--- src/rtl/branch_predictor_pkg.sv ---
// Shared types for the branch predictor: FSM state encoding and the
// counter value every entry returns to (weakly not-taken).
package rv32i_types;

   typedef enum logic {
      INIT  = 1'b0,
      READY = 1'b1
   } bp_state_t;

   localparam logic [1:0] BP_CTR_INIT = 2'b01;

endpackage

--- src/rtl/branch_predictor_sat_counter2.sv ---
// 2-bit saturating counter next-value logic for one predictor entry.
// restart_i restores the weakly-not-taken value before the update is
// applied, so a newly allocated branch starts from a neutral count.
module sat_counter2
   import rv32i_types::*;
(
   input  logic [1:0] ctr_i,
   input  logic       restart_i,
   input  logic       taken_i,
   output logic [1:0] ctr_o
);

   logic [1:0] base;

   // Select the starting count, then step it toward taken/not-taken with saturation.
   always_comb begin
      base  = restart_i ? BP_CTR_INIT : ctr_i;
      ctr_o = base;
      if (taken_i) begin
         if (base != 2'b11) ctr_o = base + 2'd1;
      end else begin
         if (base != 2'b00) ctr_o = base - 2'd1;
      end
   end

endmodule

--- src/rtl/branch_predictor.sv ---
// Direct-mapped branch predictor: 2-bit counters plus tagged target table.
// After reset an INIT sweep clears one entry per cycle; lookups respond one
// cycle after the request and read the table before same-cycle updates.
// Optional macro BP_GSHARE_EN: counters are indexed by PC index XOR a
// global history of resolved directions; tag/target stay PC-indexed.
module branch_predictor
   import rv32i_types::*;
#(
   parameter int unsigned INDEX_BITS = 6,
   parameter int unsigned TAG_BITS   = 8
) (
   input  logic        clk,
   input  logic        rst_n,
   output logic        ready,
   input  logic        pred_req,
   input  logic [31:0] pred_pc,
   output logic        pred_valid,
   output logic        pred_taken,
   output logic [31:0] pred_target,
   input  logic        upd_valid,
   input  logic [31:0] upd_pc,
   input  logic        upd_taken,
   input  logic [31:0] upd_target
);

   localparam int unsigned ENTRIES = 1 << INDEX_BITS;
   localparam int unsigned TAG_LO  = INDEX_BITS + 2;
   localparam int unsigned TAG_HI  = INDEX_BITS + TAG_BITS + 1;

   bp_state_t             state_q, state_d;
   logic [INDEX_BITS-1:0] init_idx_q, init_idx_d;
   logic                  init_we;

   logic [1:0]            ctr_q   [ENTRIES];
   logic [1:0]            ctr_d   [ENTRIES];
   logic                  valid_q [ENTRIES];
   logic                  valid_d [ENTRIES];
   logic [TAG_BITS-1:0]   tag_q   [ENTRIES];
   logic [TAG_BITS-1:0]   tag_d   [ENTRIES];
   logic [31:0]           tgt_q   [ENTRIES];
   logic [31:0]           tgt_d   [ENTRIES];

   logic                  pred_valid_q, pred_valid_d;
   logic                  pred_taken_q, pred_taken_d;
   logic [31:0]           pred_target_q, pred_target_d;

`ifdef BP_GSHARE_EN
   logic [INDEX_BITS-1:0] hist_q, hist_d;
`endif

   logic [INDEX_BITS-1:0] lk_pidx, lk_cidx, up_pidx, up_cidx;
   logic [TAG_BITS-1:0]   lk_tag, up_tag;
   logic                  lk_accept, up_accept, up_hit;
   logic [1:0]            up_ctr_cur, up_ctr_next;
   logic                  unused_ok;

   // Split PCs into table index and tag; pick the counter index.
   always_comb begin
      lk_pidx = pred_pc[TAG_LO-1:2];
      lk_tag  = pred_pc[TAG_HI:TAG_LO];
      up_pidx = upd_pc[TAG_LO-1:2];
      up_tag  = upd_pc[TAG_HI:TAG_LO];
`ifdef BP_GSHARE_EN
      lk_cidx = lk_pidx ^ hist_q;
      up_cidx = up_pidx ^ hist_q;
`else
      lk_cidx = lk_pidx;
      up_cidx = up_pidx;
`endif
      unused_ok = ^{pred_pc[31:TAG_HI+1], pred_pc[1:0],
                    upd_pc[31:TAG_HI+1], upd_pc[1:0]};
   end

   // INIT/READY sequencing and the init sweep pointer.
   always_comb begin
      state_d    = state_q;
      init_idx_d = init_idx_q;
      init_we    = 1'b0;
      ready      = (state_q == READY);
      case (state_q)
         INIT: begin
            init_we    = 1'b1;
            init_idx_d = init_idx_q + INDEX_BITS'(1);
            if (init_idx_q == '1) state_d = READY;
         end
         READY: ;
         default: state_d = INIT;
      endcase
      lk_accept = pred_req  && (state_q == READY);
      up_accept = upd_valid && (state_q == READY);
   end

   // Current counter for the resolving branch and whether it owns the entry.
   always_comb begin
      up_ctr_cur = ctr_q[up_cidx];
      up_hit     = valid_q[up_pidx] && (tag_q[up_pidx] == up_tag);
   end

   sat_counter2 u_sat (
      .ctr_i     (up_ctr_cur),
      .restart_i (!up_hit),
      .taken_i   (upd_taken),
      .ctr_o     (up_ctr_next)
   );

   // Next table contents: init sweep write, or a resolved-branch update.
   always_comb begin
      ctr_d   = ctr_q;
      valid_d = valid_q;
      tag_d   = tag_q;
      tgt_d   = tgt_q;
      if (init_we) begin
         ctr_d[init_idx_q]   = BP_CTR_INIT;
         valid_d[init_idx_q] = 1'b0;
      end
      if (up_accept) begin
         ctr_d[up_cidx] = up_ctr_next;
         if (upd_taken) begin
            valid_d[up_pidx] = 1'b1;
            tag_d[up_pidx]   = up_tag;
            tgt_d[up_pidx]   = upd_target;
         end
      end
   end

   // Lookup response built from the pre-update table contents.
   always_comb begin
      pred_valid_d  = lk_accept;
      pred_taken_d  = 1'b0;
      pred_target_d = '0;
      if (lk_accept && ctr_q[lk_cidx][1] && valid_q[lk_pidx] &&
          (tag_q[lk_pidx] == lk_tag)) begin
         pred_taken_d  = 1'b1;
         pred_target_d = tgt_q[lk_pidx];
      end
`ifdef BP_GSHARE_EN
      hist_d = hist_q;
      if (up_accept) hist_d = {hist_q[INDEX_BITS-2:0], upd_taken};
`endif
   end

   // Control and response registers with synchronous active-low reset.
   always_ff @(posedge clk) begin
      if (!rst_n) begin
         state_q       <= INIT;
         init_idx_q    <= '0;
         pred_valid_q  <= 1'b0;
         pred_taken_q  <= 1'b0;
         pred_target_q <= '0;
`ifdef BP_GSHARE_EN
         hist_q        <= '0;
`endif
      end else begin
         state_q       <= state_d;
         init_idx_q    <= init_idx_d;
         pred_valid_q  <= pred_valid_d;
         pred_taken_q  <= pred_taken_d;
         pred_target_q <= pred_target_d;
`ifdef BP_GSHARE_EN
         hist_q        <= hist_d;
`endif
      end
   end

   // Table storage; cleared by the INIT sweep rather than by reset.
   always_ff @(posedge clk) begin
      ctr_q   <= ctr_d;
      valid_q <= valid_d;
      tag_q   <= tag_d;
      tgt_q   <= tgt_d;
   end

   // Drive response outputs from their registers.
   always_comb begin
      pred_valid  = pred_valid_q;
      pred_taken  = pred_taken_q;
      pred_target = pred_target_q;
   end

endmodule

--- config.mk ---
export PLATFORM = sky130hd
export DESIGN_NAME = branch_predictor
export DESIGN_NICKNAME = d
export VERILOG_FILES = /design/src/rtl/branch_predictor_pkg.sv /design/src/rtl/branch_predictor_sat_counter2.sv /design/src/rtl/branch_predictor.sv
export SDC_FILE = /design/constraint.sdc
export NUM_CORES = 2
export LEC_CHECK = 0
export CAP_MARGIN = 30
export CORE_MARGIN = 2
export CORE_UTILIZATION = 40
export CTS_CLUSTER_DIAMETER = 50
export DETAILED_ROUTE_END_ITERATION = 10
export PLACE_DENSITY = 0.62
export SLEW_MARGIN = 30
export SYNTH_ARGS = -nofsm -noshare
export SYNTH_HDL_FRONTEND = slang
export SYNTH_SLANG_ARGS = --single-unit
export TNS_END_PERCENT = 5
--- constraint.sdc ---
create_clock -name clk -period 10.4 [get_ports clk]
set_input_delay 2.08 -clock clk [delete_from_list [all_inputs] [get_ports clk]]
set_output_delay 2.08 -clock clk [all_outputs]
set_load 0.05 [all_outputs]
== Word-level counts from Yosys, hierarchy flattened ==
Index checks and enable logic that the tools add are counted.
Storage, ports and cells
  output and inout bits: 35
  logic and storage cells: 341
  flip-flop bits (word level): 2793
  input port bits: 101
Cells by class
  $add $sub $neg: 3
  reduce and logical (&&, ||, !) cells: 11
  $lt $le $gt $ge: 5
  multiplexer cells: 48
  bitwise operators: 9
  equal/unequal tests: 4
Operators with widths (number)
  bitwise mux 2048 bit: 1
  bitwise mux 512 bit: 1
  two-way mux 128 bit: 2
  binary-select mux 32 bit (select 6 bit): 1
  demux 32 bit (select 6 bit): 1
  two-way mux 64 bit: 3
  AND 64 bit: 2
  bitwise mux 128 bit: 1
  inverter 64 bit: 2
  OR 64 bit: 2
  binary-select mux 8 bit (select 6 bit): 2
  two-way mux 32 bit: 3
  demux 8 bit (select 6 bit): 1
  two-way mux 8 bit: 5
  binary-select mux 2 bit (select 6 bit): 2
  demux 2 bit (select 6 bit): 2
  greater-or-equal comparator 7 bit (second input constant): 3
  inverter 6 -> 7 bit: 3
  two-way mux 2 bit: 10
  == test 8 bit: 2
  < comparator 7 x 1 -> 1 bit (second input constant): 2
  binary-select mux 1 bit (select 6 bit): 2
  demux 1 bit (select 6 bit): 2
  two-way mux 1 bit: 9
  other kinds (8): 16

== Logic depth before layout (Yosys ltp) ==
  word-level depth: 12
  mapped depth: 16
  depth with buffers taken out: 9

== Modules after synthesis ==
A second synthesis with hierarchy kept.
Second synthesis, totals
  cells, all modules: 5709
  area total of the unflattened synthesis: 111922.3 µm²
By module, submodules not included
  branch_predictor: seq. area each 81538.2 µm², instances 1, area an instance 111886.1 µm², cells an instance 5701
  sat_counter2: seq. area each 0.0 µm², instances 1, area an instance 36.3 µm², cells an instance 8

== Least setup slack after synthesis ==
Ideal clock, no wire load.
  kind: input-to-reg
  start: input port upd_pc[2]
  end: register tag_q[48] in the netlist's numbering (enable)
  slack: 4.833 ns
  path buffers: 3
  data required time: 9.961 ns
  stages on the path: 6
  library setup time: 0.439 ns
  data arrival time: 5.128 ns
  path through: buf_6 buf_2 nor3b_1 clkbuf_1 nand2_1 nor2_1
RTL lines
  start, declared: RTL line branch_predictor.sv:21  | input logic [31:0] upd_pc,
  end signal, assigned: RTL line branch_predictor.sv:169  | tag_q <= tag_d;
  end, declared: RTL line branch_predictor.sv:38  | logic [TAG_BITS-1:0] tag_q [ENTRIES];

==> impl_metrics.tcl <==
set metrics [dict create \
    grt_max_degree 132 \
    status "completed" \
    worst_slack_ns 3.48 \
    gr-total-overflow 0 \
    area_growth_syn_to_layout_pct 14.6 \
    tightestPinTransition_ns 1.08 \
    cts_tree "yes" \
    crit_buf_inv 4 \
    yosys_register_bits 2793 \
    final_hold_viol_count 0 \
    yosysSeqAreaShare_pct 72.4 \
    cp-start-kind "input port" \
    cts_max_level 5 \
    cts_buffer_depth 4 \
    viasPerCell 6.21 \
    hp-class "reg2reg" \
    cts-root-buf "clkbuf_16" \
    leakagePower_nw 41.2 \
    final_common_cell "edfxtp_1" \
    clk_latency_ns 0.96 \
    drt-initial-drc-count 7942 \
    cts_setup_buffers 0 \
    layout_common_cells "edfxtp_1 (2560), mux4_2 (878), clkbuf_16 (314)" \
    share_comb_of_total_power_pct 4.9 \
    ir_drop_uv 189 \
    end_kind "flip-flop" \
    synth_enable_flop_cells 2560 \
    pwr-share-seq_pct 50.7 \
    rsz0062_at_grt "false" \
    post_drt_wl_per_cell_um 34.9 \
    placed_cells 9074 \
    antenna_found_initial 20 \
    die_y_um 535 \
    grt_pass1_vias 59400 \
    slew_headroom_pct 28.1 \
    internal-power_mw 19.1 \
    first_pass_iters 6 \
    final_cells 9618 \
    final-max-slew-violation-count 0 \
    p_sw_share_pct 20.9 \
    die_x_um 535 \
    grt_pass1_wl_um 466000 \
    power_density_mw_per_mm2 187 \
    drc 0 \
    yosysTopAreaCell "edfxtp_1" \
    setup_viol_count_final 0 \
    ys.flop_type "edfxtp_1" \
    yosys_warnings 0 \
    yosys-top-cells-area "edfxtp_1 (68%), mux4_2 (18%), dfxtp_1 (4.1%), mux2i_1 (1.9%), o31ai_2 (0.67%)" \
    critical-path-top-delay-family "buffers and inverters" \
    timing.final.crit_period_ns 6.92 \
    hold_buffers 0 \
    core_mm2 0.280 \
    syn_area_per_cell_um2 20.9 \
    drv_cap 0 \
    slowest_delay_ns 0.90 \
    dp_slack_ns 2.72 \
    fmax_mhz 144 \
    finalClockSkew_ns 0.0460 \
    syn-cell-area_mm2 0.113 \
    initial_core_util_pct 40.3 \
    syn_nets 5499 \
    io_pins 136 \
    path_clk_slew_ns 0.05 \
    rows 194 \
    netSwitchingPower_mw 5.05 \
    required_ns 11.20 \
    cp_max_fo 90 \
    crit_top_cell "buf_4" \
    arrival_ns 7.72 \
    grt_usage_pct 23.2 \
    layout-drive-gt1-share_pct 30.0 \
    slowest_stage "a32o_4" \
    multi_input_area_mm2 0.0300 \
    path_cells "buf_4, buf_12, nor2b_4, buf_4, a22oi_1, a32oi_1, o22ai_1, nor4_1, xnor2_1, nor4_4, a32o_4, buf_4, o31ai_2" \
    post_cts_resize_count 0 \
    cts_made_buffers 307 \
    postLayoutCoreUtil_pct 46.1 \
    nNetsFinal 5767 \
    wirelength_um 335000 \
    setup_tns_ns 0 \
    synth_top_area_share_pct 68.2 \
    n_fill_cell 23100 \
    cts.sinks 2793 \
    io_buffers 99 \
    p_clk_share_pct 44.4 \
    dieArea_mm2 0.286 \
    synthCells 5397 \
    vias 59700 \
    final_antenna_net_count 0 \
    path_class "in2reg" \
    post-route-period-util_pct 66.6 \
    yosysUniqueCellTypes 74 \
    gp_congestion 0.895 \
    ys_async_sr_fraction_pct 0 \
    dp_hpwl_um 183000 \
    seq_area_mm2 0.0815 \
]
## per-stage QoR
| step | total power, mW | hold slack [ns] | area (um^2) |
|---|---|---|---|
| after CTS | 24.3 | 0.477 | 129000 |
| final | 24.2 | 0.479 | 129000 |
| after global placement | 13.6 | 0.452 | 119000 |
| after floorplan | 13.2 | 0.441 | 113000 |
| after global routing | 24.7 | 0.489 | 129000 |
| after detailed placement | 13.7 | 0.466 | 119000 |
## per-layer routing
metal	vias to the layer above	global-route usage (%)	share of wire (%)
met5	-	0	0.029
met4	12	8.63	3.8
met3	692	4.66	9.0
met2	3283	37.8	49
met1	32300	30.9	38
li1	23400	-	-
## sequential cells by signal, summed over array words and instances (netlist names)
name	cells
valid_q	64
ready	1
pred_valid	1
pred_taken	1
tag_q	512
ctr_q	128
tgt_q	2048
pred_target	32
init_idx_q	6
## power by group through the flow
stage / registers (mW) / clock network (mW) / logic (mW)
after floorplan: 12.5 / 0 / 0.739
after global placement: 12.5 / 0 / 1.16
after detailed placement: 12.5 / 0 / 1.18
after CTS: 12.3 / 10.9 / 1.18
after global routing: 12.2 / 11.3 / 1.25
final: 12.2 / 10.7 / 1.19
## synth_stat cells, drive strengths merged (17+ instances only)
| cell type | count |
|---|---|
| edfxtp | 2560 |
| mux4 | 878 |
| dfxtp | 233 |
| mux2i | 218 |
| nand2 | 192 |
| clkbuf | 178 |
| buf | 170 |
| nand3 | 128 |
| nor2 | 117 |
| a22oi | 79 |
| a21oi | 72 |
| o31ai | 68 |
| a21o | 65 |
| o21ai | 47 |
| nor2b | 43 |
| mux2 | 34 |
| o22ai | 34 |
| a221oi | 25 |
| a211oi | 17 |
| nor3b | 17 |
## final cells by class
type                            count  area share (%)
Antenna cell                       10          0.0194
Clock buffer                      397            6.45
Clock inverter                    131            1.16
Inverter                            8          0.0272
Multi-Input combinational cell   2248            23.3
Sequential cell                  2793            63.2
Tap cell                         3724            3.61
Timing Repair Buffer              307            2.29
## final timing paths
kind	start	endpoint	slack, ns	cells past startpoint
setup reg to reg	tag_q[96]	ctr_q[71]	5.85	10
setup / recovery	upd_pc[4]	ctr_q[71]	3.48	13
hold reg to reg	valid_q[33]	valid_q[33]	0.48	1
hold / removal	valid_q[33]	valid_q[33]	0.48	1
## kinds of logic after synthesis
kind of cell	after synthesis	synth area share, %
DFF	2793	72.4
adders and majority gates	2	0.0200
and+or+nand+nor	602	2.67
xor gates and xnor gates	20	0.156
buffers and inverters	356	1.53
AOI/OAI and AO/OA	494	3.40
muxes	1130	19.8
Power figures use the tool's default switching activity.
